==> src/rtl/i2s_sample_sink.sv <==
// i2s_sample_sink: buffers offset-binary samples and plays them, mono on both channels, to an I2S DAC.
// Latency: a sample waiting in the FIFO is popped at the next frame start; its MSB leaves in slot 1.
// Backpressure: sample_ready is registered !full; SINK_UNDERRUN_HOLD_EN repeats the last word on underrun.

module sink_fifo #(
   parameter int W     = 16,
   parameter int DEPTH = 8,
   parameter int LW    = $clog2(DEPTH) + 1
) (
   input  logic          clk,
   input  logic          rst_active_high,
   input  logic          push,
   input  logic [W-1:0]  push_dat,
   input  logic          pop,
   output logic [W-1:0]  pop_dat,
   output logic          empty,
   output logic          full_nxt,
   output logic [LW-1:0] level
);
   localparam int AW = $clog2(DEPTH);

   logic [W-1:0]  mem_q [DEPTH];
   logic [AW-1:0] wr_ptr_q, wr_ptr_d;
   logic [AW-1:0] rd_ptr_q, rd_ptr_d;
   logic [LW-1:0] level_q, level_d;
   logic          do_push, do_pop;

   always_comb begin
      do_push  = push && (level_q != LW'(DEPTH));
      do_pop   = pop && (level_q != '0);
      wr_ptr_d = wr_ptr_q;
      rd_ptr_d = rd_ptr_q;
      level_d  = level_q;
      if (do_push) wr_ptr_d = wr_ptr_q + AW'(1);
      if (do_pop)  rd_ptr_d = rd_ptr_q + AW'(1);
      case ({do_push, do_pop})
         2'b10:   level_d = level_q + LW'(1);
         2'b01:   level_d = level_q - LW'(1);
         default: level_d = level_q;
      endcase
   end

   always_ff @(posedge clk) begin
      if (rst_active_high) begin
         wr_ptr_q <= '0;
         rd_ptr_q <= '0;
         level_q  <= '0;
      end else begin
         wr_ptr_q <= wr_ptr_d;
         rd_ptr_q <= rd_ptr_d;
         level_q  <= level_d;
      end
   end

   // Storage needs no reset: the pointers define what is valid.
   always_ff @(posedge clk) begin
      if (do_push) mem_q[wr_ptr_q] <= push_dat;
   end

   assign pop_dat  = mem_q[rd_ptr_q];
   assign empty    = (level_q == '0);
   assign full_nxt = (level_d == LW'(DEPTH));
   assign level    = level_q;
endmodule

module i2s_sample_sink #(
   parameter int CLK_DIV    = 4,
   parameter int FIFO_DEPTH = 8
) (
   input  logic                          clk,
   input  logic                          rst_active_high,
   input  logic [15:0]                   sample_in,
   input  logic                          sample_valid,
   output logic                          sample_ready,
   input  logic                          underrun_clr,
   output logic                          underrun,
   output logic [$clog2(FIFO_DEPTH):0]   fifo_level,
   output logic                          i2s_bclk,
   output logic                          i2s_lrclk,
   output logic                          i2s_sdata
);
   localparam int LW = $clog2(FIFO_DEPTH) + 1;
   localparam int DW = $clog2(CLK_DIV);

   logic [DW-1:0] div_q, div_d;
   logic          bclk_q, bclk_d;
   logic          lrclk_q, lrclk_d;
   logic          sdata_q, sdata_d;
   logic [4:0]    slot_q, slot_d;
   logic [15:0]   cur_word_q, cur_word_d;
   logic [15:0]   next_word_q, next_word_d;
   logic          underrun_q, underrun_d;
   logic          ready_q, ready_d;
   logic          fall;
   logic [3:0]    bit_idx;
   logic          fifo_push, fifo_pop, fifo_empty, fifo_full_nxt;
   logic [15:0]   fifo_dat;
   logic [LW-1:0] fifo_lvl;
`ifdef SINK_UNDERRUN_HOLD_EN
   logic [15:0]   last_word_q, last_word_d;
`endif

   assign fifo_push = sample_valid && ready_q;

   sink_fifo #(
      .W     (16),
      .DEPTH (FIFO_DEPTH),
      .LW    (LW)
   ) u_fifo (
      .clk             (clk),
      .rst_active_high (rst_active_high),
      .push            (fifo_push),
      .push_dat        (sample_in ^ 16'h8000),
      .pop             (fifo_pop),
      .pop_dat         (fifo_dat),
      .empty           (fifo_empty),
      .full_nxt        (fifo_full_nxt),
      .level           (fifo_lvl)
   );

   always_comb begin
      div_d  = div_q + DW'(1);
      bclk_d = bclk_q;
      fall   = 1'b0;
      if (div_q == DW'(CLK_DIV - 1)) begin
         div_d  = '0;
         bclk_d = ~bclk_q;
         fall   = bclk_q;
      end
   end

   // Bit for the slot being entered is cur_word[15 - slot_q[3:0]], i.e. one bclk behind lrclk.
   assign bit_idx = ~slot_q[3:0];

   always_comb begin
      slot_d      = slot_q;
      lrclk_d     = lrclk_q;
      sdata_d     = sdata_q;
      cur_word_d  = cur_word_q;
      next_word_d = next_word_q;
      underrun_d  = underrun_q && !underrun_clr;
      fifo_pop    = 1'b0;
`ifdef SINK_UNDERRUN_HOLD_EN
      last_word_d = last_word_q;
`endif
      if (fall) begin
         slot_d  = slot_q + 5'd1;
         lrclk_d = slot_d[4];
         if (slot_q == 5'd31) begin
            if (!fifo_empty) begin
               fifo_pop    = 1'b1;
               next_word_d = fifo_dat;
`ifdef SINK_UNDERRUN_HOLD_EN
               last_word_d = fifo_dat;
`endif
            end else begin
               underrun_d  = 1'b1;
`ifdef SINK_UNDERRUN_HOLD_EN
               next_word_d = last_word_q;
`else
               next_word_d = 16'h0000;
`endif
            end
         end
         if (slot_q == 5'd0) begin
            cur_word_d = next_word_q;
            sdata_d    = next_word_q[15];
         end else begin
            sdata_d    = cur_word_q[bit_idx];
         end
      end
   end

   assign ready_d = !fifo_full_nxt;

   always_ff @(posedge clk) begin
      if (rst_active_high) begin
         div_q       <= '0;
         bclk_q      <= 1'b0;
         lrclk_q     <= 1'b0;
         sdata_q     <= 1'b0;
         slot_q      <= '0;
         cur_word_q  <= 16'h0000;
         next_word_q <= 16'h0000;
         underrun_q  <= 1'b0;
         ready_q     <= 1'b0;
      end else begin
         div_q       <= div_d;
         bclk_q      <= bclk_d;
         lrclk_q     <= lrclk_d;
         sdata_q     <= sdata_d;
         slot_q      <= slot_d;
         cur_word_q  <= cur_word_d;
         next_word_q <= next_word_d;
         underrun_q  <= underrun_d;
         ready_q     <= ready_d;
      end
   end

`ifdef SINK_UNDERRUN_HOLD_EN
   always_ff @(posedge clk) begin
      if (rst_active_high) last_word_q <= 16'h0000;
      else                 last_word_q <= last_word_d;
   end
`endif

   assign sample_ready = ready_q;
   assign underrun     = underrun_q;
   assign fifo_level   = fifo_lvl;
   assign i2s_bclk     = bclk_q;
   assign i2s_lrclk    = lrclk_q;
   assign i2s_sdata    = sdata_q;
endmodule
==> config.mk <==
export PLATFORM = sky130hd
export DESIGN_NAME = i2s_sample_sink
export DESIGN_NICKNAME = d
export VERILOG_FILES = /design/src/rtl/i2s_sample_sink.sv
export SDC_FILE = /design/constraint.sdc
export NUM_CORES = 1
export LEC_CHECK = 0
export ABC_AREA = 1
export BUFFER_PORTS_ARGS = -buffer_cell sky130_fd_sc_hd__buf_2
export CORE_UTILIZATION = 61
export DETAILED_ROUTE_END_ITERATION = 10
export PLACE_DENSITY = 0.81
export SETUP_SLACK_MARGIN = 0.02
export SLEW_MARGIN = 10
export SYNTH_ARGS = -nofsm -noshare
export SYNTH_HDL_FRONTEND = slang
export SYNTH_SLANG_ARGS = --single-unit
==> constraint.sdc <==
create_clock -name clk -period 3.1 [get_ports clk]
set_input_delay 0.155 -clock clk [delete_from_list [all_inputs] [get_ports clk]]
set_output_delay 0.155 -clock clk [all_outputs]
set_load 0.02 [all_outputs]
### Word-level counts from Yosys, hierarchy flattened

Memories as Yosys holds them, arrays and structs flattened. A register that Yosys moved wholly into a read port is not among the register bits.
Index checks and enable logic that the tools add are counted.
Widths: inputs -> output; s select.

| word-level totals | value |
|---|---|
| register bits after elaboration | 54 |
| memory bits (writable) | 128 |
| bits of input ports | 20 |
| output and inout port bits | 9 |
| memories kept | 1 |

Memory list:

| memory | words | bits a word | rd ports | clocked after memory_dff | write ports | RTL line | RTL |
|---|---|---|---|---|---|---|---|
| u_fifo.mem_q | 8 | 16 | 1 | 1 | 1 | 22 | `logic [W-1:0] mem_q [DEPTH];` |

| cells by class | value |
|---|---|
| $add $sub $neg | 6 |
| magnitude comparators | 1 |
| eq/ne operators | 6 |
| multiplexer cells | 16 |
| bitwise logic cells | 3 |
| reductions and logical operators | 12 |

Operators by type and width:

| operator | count |
|---|---|
| $mux 16 | 1 |
| $mux 1 | 11 |
| $pmux 4 s2 | 1 |
| $add 3x1->3 const B | 2 |
| $mux 3 | 2 |
| $add 5x1->5 const B | 1 |
| $eq 5x5->1 const B | 1 |
| $logic_not 5->1 | 1 |
| $lt 4x5->1 const B | 1 |
| $add 4x1->4 const B | 1 |
| $bmux 1 s4 | 1 |
| $eq 2x2->1 const B | 2 |
| $eq 4x4->1 const B | 1 |
| $logic_and 1x1->1 | 4 |
| $logic_not 4->1 | 1 |
| $ne 4x4->1 const B | 1 |
| $not 4->4 | 1 |
| $reduce_and 2->1 | 2 |
| $reduce_bool 4->1 | 1 |
| $sub 4x1->4 const B | 1 |
| $add 2x1->2 const B | 1 |
| $eq 2x1->1 const B | 1 |
| $logic_not 1->1 | 2 |
| $not 1->1 | 2 |
| $reduce_or 2->1 | 1 |

### Longest topological paths before layout

Gate-level depths: netlist (run 1).

| depth | value |
|---|---|
| depth after elaboration | 9 |
| mapped depth | 20 |

### Modules after synthesis

A second synthesis (run 1) with hierarchy kept.

| second synthesis, totals | value |
|---|---|
| cell total of the unflattened synthesis | 719 |
| area total of the unflattened synthesis | 7500.9 um^2 |

By module, submodules not included:

| module | times used | cells each | area each (um^2) | seq. area each (um^2) |
|---|---|---|---|---|
| sink_fifo | 1 | 483 | 5716.7 | 4103.9 |
| i2s_sample_sink | 1 | 236 | 1784.2 | 860.8 |

### Least setup slack after synthesis (run 1)

Ideal clock, no wire load.

| path | value |
|---|---|
| path type | register to register |
| start | register slot_q[0] |
| end | register ready_q (netlist: sample_ready) |
| arrival | 2.324 ns |
| slack | 0.645 ns |
| cell stages (with the launch flop) | 19 |
| period minus slack after synthesis | 2.455 ns |
| cell sequence | dfxtp_1 -> ha_1 -> nand2_1 -> nor2_1 -> ha_1 -> nand2_4 -> clkinv_2 -> nand2_4 -> clkinv_4 -> buf_8 -> ha_1 -> nand2_1 -> inv_1 -> nor2_1 -> ha_1 -> mux2i_1 -> nand2_1 -> nor2_1 -> a21oi_1 |

| on the way | value |
|---|---|
| word-level cells in the longest chain between the ends | 8 |

Ends and longest elaborated chain:

| element | RTL line | RTL |
|---|---|---|
| from (decl) | 89 | `logic [4:0] slot_q, slot_d;` |
| from (signal assigned) | 192 | `slot_q <= slot_d;` |
| $eq 5x5->1 * | 149 | `if (slot_q == 5'd31) begin` |
| $mux 1 * | 149 |  |
| $mux 1 * | 146 | `if (fall) begin` |
| $logic_and 1x1->1 * | 30 | `do_pop = pop && (level_q != '0);` |
| $eq 2x1->1 / $eq 2x2->1 (equally long branches) | 36 | `case ({do_push, do_pop})` |
| $pmux 4 s2 * | 36 |  |
| $eq 4x4->1 * | 62 | `assign full_nxt = (level_d == LW'(DEPTH));` |
| $logic_not 1->1 * | 174 | `assign ready_d = !fifo_full_nxt;` |
| to (signal assigned) | 196 | `ready_q <= ready_d;` |
| to (decl) | 93 | `logic ready_q, ready_d;` |

Every way passes the cells marked *; elsewhere a longest branch is shown, timed or not.
A chain may end at the register's enable or synchronous reset.

### Worst setup path after layout (run 1)

Same ends and word-level chain as after synthesis.

==> run metrics, run 1 <==
outcome=finished clean; die area=12,700 µm²; mux contribution to synthesized area=0.134%; clock tree buffer depth=2; WHS Path Cells=1; overall power=5.12 mW; Synth Net Count=707; synthesized area=7490 µm²; Final Slew Violations=0; most frequent cells in the layout=148 x nor2_1, 128 x edfxtp_1, 93 x o21ai_0; CTS Buf Count=17; Synth area leader=edfxtp_1; DR vias/cell=5.83; Most common cell on crit path=nor2_1; Final ANT Viol Nets=0; Post-DP HPWL=8770 µm; first-pass GRT wire length=25,300 µm; gpl congestion=0.877; Layout Area Growth over Synthesis=12.8%; layout cell share with drive strength beyond 1=15.6%; Compound-Gate Fraction of Synth Area=12.7%; Antenna diodes=0; PD cells=606 nW/µm²; Critical Path Start Type=register; total congestion overflow=0; htree depth=4; Slew HR=30.7%; Worst Skew=9.27 ps; Max FO, Critical Path=18; FMAX=0.359 GHz; largest stage delay on the critical path=390 ps; RR Endpoint=sample_ready; unrepaired setup endpoints after global routing=no; critical path cell sequence=ha_1 > nand2_1 > nor2_1 > ha_1 > nand2_4 > clkinv_2 > nand2_4 > clkinv_4 > ha_1 > nor2_1 > nor2_1 > ha_1 > nor2_1 > nand3_1 > nand3_1 > o21ai_0 > nor2_1 > a21oi_1; final net count=742; crit path setup slack, layout=313 ps; worst path arrival time=3070 ps; fin area=8450 µm²; Buffers on Ports=28; initial cell density of the core=62.4%; hold endpoint=u_fifo.mem_q[7][14]; CP Class=register to register; DRC=0; CTS root buf=clkbuf_16; clock-pin slew on the worst setup and hold paths=60 ps; most common flop cell mapped by yosys=edfxtp_1; vias in the first global route=5,011; Slowest cell on crit path=dfxtp_2; clock tree from TritonCTS=built; Final min period=2790 ps; row cnt=40; number of fill cells=806; # setup viols final=0; HP Start=sample_in[14]; minimum setup slack among reg-to-reg paths=310 ps; Total GRT Usage=26.5%; top-area cell type share of the netlist area=51.3%; largest family of logic cells by synthesized area=simple AND/OR/NAND/NOR gates; io pins=29; clock net sink count=184; mean routed wirelength per cell=18.0 µm; Pleak=3.06 nW; Worst R2R Path Depth=18; clock latency at the later pin of the worst-skew pair=430 ps; MaxCap Viol Count=0; Largest delay share family, worst path=simple AND/OR/NAND/NOR gates; Peak VDD IR=346 µV; RR Startpoint=slot_q[0]; initial drt markers=524; Synth Instances=678; Final period util=89.9%; WL final=15,700 µm; Synth warnings=0; Distinct cells, synth=34; setup slack at placement=248 ps; Chip Height=113 µm; initial antenna violation count=0; WP data required=3380 ps; Worst Tran Pin Value=1040 ps; largest net degree at the start of global routing=65; Synth Area in Adders=1.50%; Initial DRT Pass Iterations=7; Synth Area in XOR/XNOR=0.234%; most common cell after layout, fill and taps aside=nor2_1; number of synthesized register bits=184; dominant cells by area after synthesis=edfxtp_1 51%, dfxtp_1 15%, nor2_1 7.4%; EDFF count, synth=128; die width=113 µm; Crit path depth=18; ys async rst share=0%; register area share after synthesis=66.3%; Synth Area in Simple Gates=14.9%; placed cell area=7710 µm²; buffers and inverters on the worst path=2; vias=5,090; Hold Path Class=primary input to register; setup_tns=0 ps; Hold Violations, Final=0; Avg Cell Area, Syn=11.1 µm²; area of the core=12,000 µm²; CP endpoint kind=register
what timing repair did:
action,CTS,global route
hold endpoints to repair,88,0
hold buffers,11,0
gates resized for setup,0,1
setup endpoints to repair,0,2
setup buffers,0,0
final cells by class:
cell class | instances | area (µm²) | share of cell area (%)
Sequential cell | 184 | 4970 | 58.8
Clock buffer | 18 | 429 | 5.08
Clock inverter | 14 | 203 | 2.40
Tap cell | 147 | 184 | 2.18
Inverter | 29 | 118 | 1.39
Multi-Input combinational cell | 430 | 2210 | 26.2
Timing Repair Buffer | 51 | 340 | 4.03
through the flow:
| step | hold WS (ps) | std cells | utilization (%) |
|---|---|---|---|
| global route | 17.5 | 873 | 70.4 |
| CTS | 1.13 | 873 | 70.4 |
| detailed placement | 419 | 830 | 64.2 |
| finish | 5.47 | 873 | 70.4 |
| global placement | 412 | 830 | 64.2 |
| floorplan | 254 | 678 | - |
Yosys cell counts (2+ instances only):
cell type and n:
inv_2 2, clkbuf_1 16, nor3_1 2, clkbuf_2 2, o211ai_1 32, buf_2 9
a21oi_2 16, nand2_1 70, nand2_4 3, nand3_1 16, a21oi_1 17, inv_1 24
ha_1 9, edfxtp_1 128, nor2_1 148, nand3_2 15, dfxtp_1 56, o21ai_0 93
buf_4 5
layer usage:
metal  vias to the layer above  wire length (µm)  GRT usage (%)
met3                        44              1110           7.12
li1                       2439                 -              -
met2                       199              7650           43.6
met1                      2408              6500           32.6
met4                         0               473           13.3
met5                         -                 0              0
state kept, by name (all words and copies together) (netlist names), named ones only:
register,count
sample_ready,1
i2s_sdata,1
i2s_lrclk,1
underrun,1
u_fifo.level,4
cur_word_q,16
slot_q,4
div_q,2
u_fifo.wr_ptr_q,3
next_word_q,16
u_fifo.rd_ptr_q,3
u_fifo.mem_q,128
i2s_bclk,1
how the worst max path moves through the flow:
stage,startpoint,to
3_5_place_dp,slot_q[0],sample_ready
2_1_floorplan,slot_q[0],sample_ready
4_1_cts,slot_q[0],sample_ready
3_3_place_gp,slot_q[0],sample_ready
6_report,slot_q[0],sample_ready
5_1_grt,slot_q[0],sample_ready
report_power, final:
group / internal, mW / leakage [nW] / total, mW / switching (mW)
logic: 0.0452 / 1.14 / 0.135 / 0.0899
clock network: 1.42 / 0.309 / 2.32 / 0.895
registers: 2.65 / 1.61 / 2.67 / 0.0129
total: 4.12 / 3.06 / 5.12 / 0.998
kinds of logic after synthesis:
logic type / count (synthesis)
simple gates: 257
flops: 184
compound gates: 161
buf+inv: 64
fa+ha+maj: 9
xor+xnor: 2
mux: 1
worst register-to-register path, delay by kind of cell (launching register included):
family          cells  cell delay (ps)
compound gates      2              170
fa+ha+maj           4              890
buf+inv             2              170
flops               1              390
simple gates       10             1020
Note: power is estimated with default switching activity, not from simulation.
==> run 2: changes to the inputs <==
--- a/config.mk
+++ b/config.mk
@@ -7,9 +7,11 @@
 export LEC_CHECK = 0
 export ABC_AREA = 1
 export BUFFER_PORTS_ARGS = -buffer_cell sky130_fd_sc_hd__buf_2
-export CORE_UTILIZATION = 61
+export CELL_PAD_IN_SITES_DETAIL_PLACEMENT = 1
+export CELL_PAD_IN_SITES_GLOBAL_PLACEMENT = 1
+export CORE_UTILIZATION = 53
 export DETAILED_ROUTE_END_ITERATION = 10
-export PLACE_DENSITY = 0.81
+export PLACE_DENSITY = 0.86
 export SETUP_SLACK_MARGIN = 0.02
 export SLEW_MARGIN = 10
 export SYNTH_ARGS = -nofsm -noshare
==> constraint.sdc (replaced) <==
create_clock -name clk -period 3.41 [get_ports clk]
set_input_delay 0.1705 -clock clk [delete_from_list [all_inputs] [get_ports clk]]
set_output_delay 0.1705 -clock clk [all_outputs]
set_load 0.02 [all_outputs]
==> run 2 against run 1 <==
Non-clock buffer count is 11 lower. Fmax down 7.5%. Core utilization down 10 points. Sequential power fell by 9.0%. Wire length increased by 17%. Combinational power fell by 13%. Count of clock-buffer cells in the layout shrank 1. Via count up 1.5%. Cell area down 2.0%. Global-route usage increased by 0.33 points. Largest power group unchanged.
==> run metrics, run 2 (same netlist as run 1, synthesis figures left out) <==
Buffers on Ports=28 (unchanged); clock latency at the later pin of the worst-skew pair=430 ps (about the same); clock tree from TritonCTS=built (unchanged); Post-CTS Setup Bufs=0 (unchanged); Post-DP HPWL=11,000 µm (was 8770 µm); Final period util=88.4% (was 89.9%); MaxCap Viol Count=0 (unchanged); setup_tns=0 ps (unchanged); FMAX=0.332 GHz (was 0.359 GHz); outcome=finished clean (unchanged); DR vias/cell=5.77 (was 5.83); Peak VDD IR=383 µV (was 346 µV); CTS Buf Count=17 (unchanged); number of flip-flops in the largest register=128 (unchanged); htree depth=4 (unchanged); biggest regs=u_fifo.mem_q x128, cur_word_q x16, next_word_q x16 (unchanged); # setup viols final=0 (unchanged); Antenna diodes=0 (unchanged); Max FO, Critical Path=18 (unchanged); Total GRT Usage=26.9% (was 26.5%); Chip Height=121 µm (was 113 µm); first-pass GRT wire length=28,900 µm (was 25,300 µm); vias=5,166 (was 5,090); total congestion overflow=0 (unchanged); Reg with most FFs=u_fifo.mem_q (unchanged); mean routed wirelength per cell=20.5 µm (was 18.0 µm); Initial DRT Pass Iterations=5 (was 7); most common cell after layout, fill and taps aside=nor2_1 (unchanged); Critical Path Start Type=register (unchanged); layout cell share with drive strength beyond 1=15.8% (was 15.6%); final net count=731 (was 742); Hold Path Class=primary input to register (unchanged); Slew HR=29.5% (was 30.7%); CP Class=register to register (unchanged); Final ANT Viol Nets=0 (unchanged); die area=14,600 µm² (was 12,700 µm²); row cnt=43 (was 40); Hold Violations, Final=0 (unchanged); die width=121 µm (was 113 µm); Pleak=2.95 nW (was 3.06 nW); most frequent cells in the layout=148 x nor2_1, 128 x edfxtp_1, 93 x o21ai_0 (unchanged); initial cell density of the core=54.2% (was 62.4%); largest net degree at the start of global routing=65 (unchanged); Worst Skew=9.65 ps (was 9.27 ps); io pins=29 (unchanged); Final Slew Violations=0 (unchanged); vias in the first global route=5,235 (was 5,011); worst path arrival time=3290 ps (was 3070 ps); area of the core=13,800 µm² (was 12,000 µm²); fin area=8280 µm² (was 8450 µm²); WL final=18,400 µm (was 15,700 µm); Worst Tran Pin Value=1060 ps (was 1040 ps); placed cell count=863 (was 830); number of fill cells=1,483 (was 806); initial drt markers=406 (was 524); clock net sink count=184 (unchanged); CP endpoint kind=register (unchanged); CTS root buf=clkbuf_16 (unchanged); placed cell area=7750 µm² (was 7710 µm²); Layout Area Growth over Synthesis=10.5% (was 12.8%); CTS resizes=0 (unchanged); cts-stage hold buffer count=0 (was 11); Layout Cells excl Fill=895 (was 873); unrepaired setup endpoints after global routing=no (unchanged); DRC=0 (unchanged); Final min period=3010 ps (was 2790 ps); clock-pin slew on the worst setup and hold paths=70 ps (was 60 ps); WP data required=3690 ps (was 3380 ps); clock tree buffer depth=2 (unchanged); gpl congestion=0.820 (was 0.877); PD cells=521 nW/µm² (was 606 nW/µm²); initial antenna violation count=0 (unchanged)
==> run 2: cell count changes in the layout (fill, tap and decap cells not counted) <==
cell	before	now
bufinv_16	5	0
clkbuf_1	1	0
clkinv_4	1	3
clkinv_2	5	4
inv_6	2	3
clkinvlp_4	1	5
dfxtp_2	2	1
dfxtp_1	54	55
dlygate4sd3_1	11	0
==> run 2: cell type report <==
cell class / instances / area [µm²] / area share (%)
sequential: 184 / 4970 / 60.0
multi-input combinational: 430 / 2210 / 26.7
clock buffer: 17 / 425 / 5.14
timing repair buffer: 40 / 230 / 2.78
tap: 180 / 225 / 2.72
inverter: 29 / 118 / 1.42
clock inverter: 15 / 104 / 1.25
==> run 2: metrics by stage <==
| stage | utilization, % | hold WS [ps] | total power [mW] | worst slack (ps) |
|---|---|---|---|---|
| floorplan | - | 269 | 2.53 | 955 |
| detailed placement | 56.0 | 440 | 2.59 | 428 |
| CTS | 59.9 | 0.375 | 4.34 | 410 |
| global placement | 56.0 | 411 | 2.58 | 633 |
| global route | 59.9 | 8.11 | 4.42 | 53.1 |
| finish | 59.9 | 10.5 | 4.32 | 396 |
==> run 2: worst paths after layout <==
path / startpoint / to / slack, ps / cells after the start
worst max-delay path: slot_q[0] / sample_ready / 400 / 19
worst min-delay path: sample_in[10] / u_fifo.mem_q[0][10] / 10 / 1
worst max register to register: slot_q[0] / sample_ready / 400 / 19
worst min register to register: div_q[0] / div_q[0] / 450 / 1
==> run 2: worst max-delay path: stages, from the launching register on <==
cell	delay [ps]
dfxtp_1	590
ha_1	240
nand2_1	70
nor2_1	140
ha_1	220
nand2_4	160
clkinv_2	100
nand2_4	50
clkinv_4	40
ha_1	250
nand2_1	80
inv_1	80
nor2_1	60
ha_1	190
nor2_1	120
nand3_1	100
nand3_1	80
o21ai_0	110
nor2_1	100
a21oi_1	70
==> run 2: power breakdown <==
part           internal [mW]  switching (mW)
Combinational         0.0333          0.0845
Sequential              2.41          0.0130
Clock                  0.929           0.843
==> run 2: layer usage <==
metal  track usage (%)  part of all wire [%]
met1              34.3                    42
met5                 0                     0
met3              4.56                   4.5
met4              10.0                   2.0
met2              45.9                    51
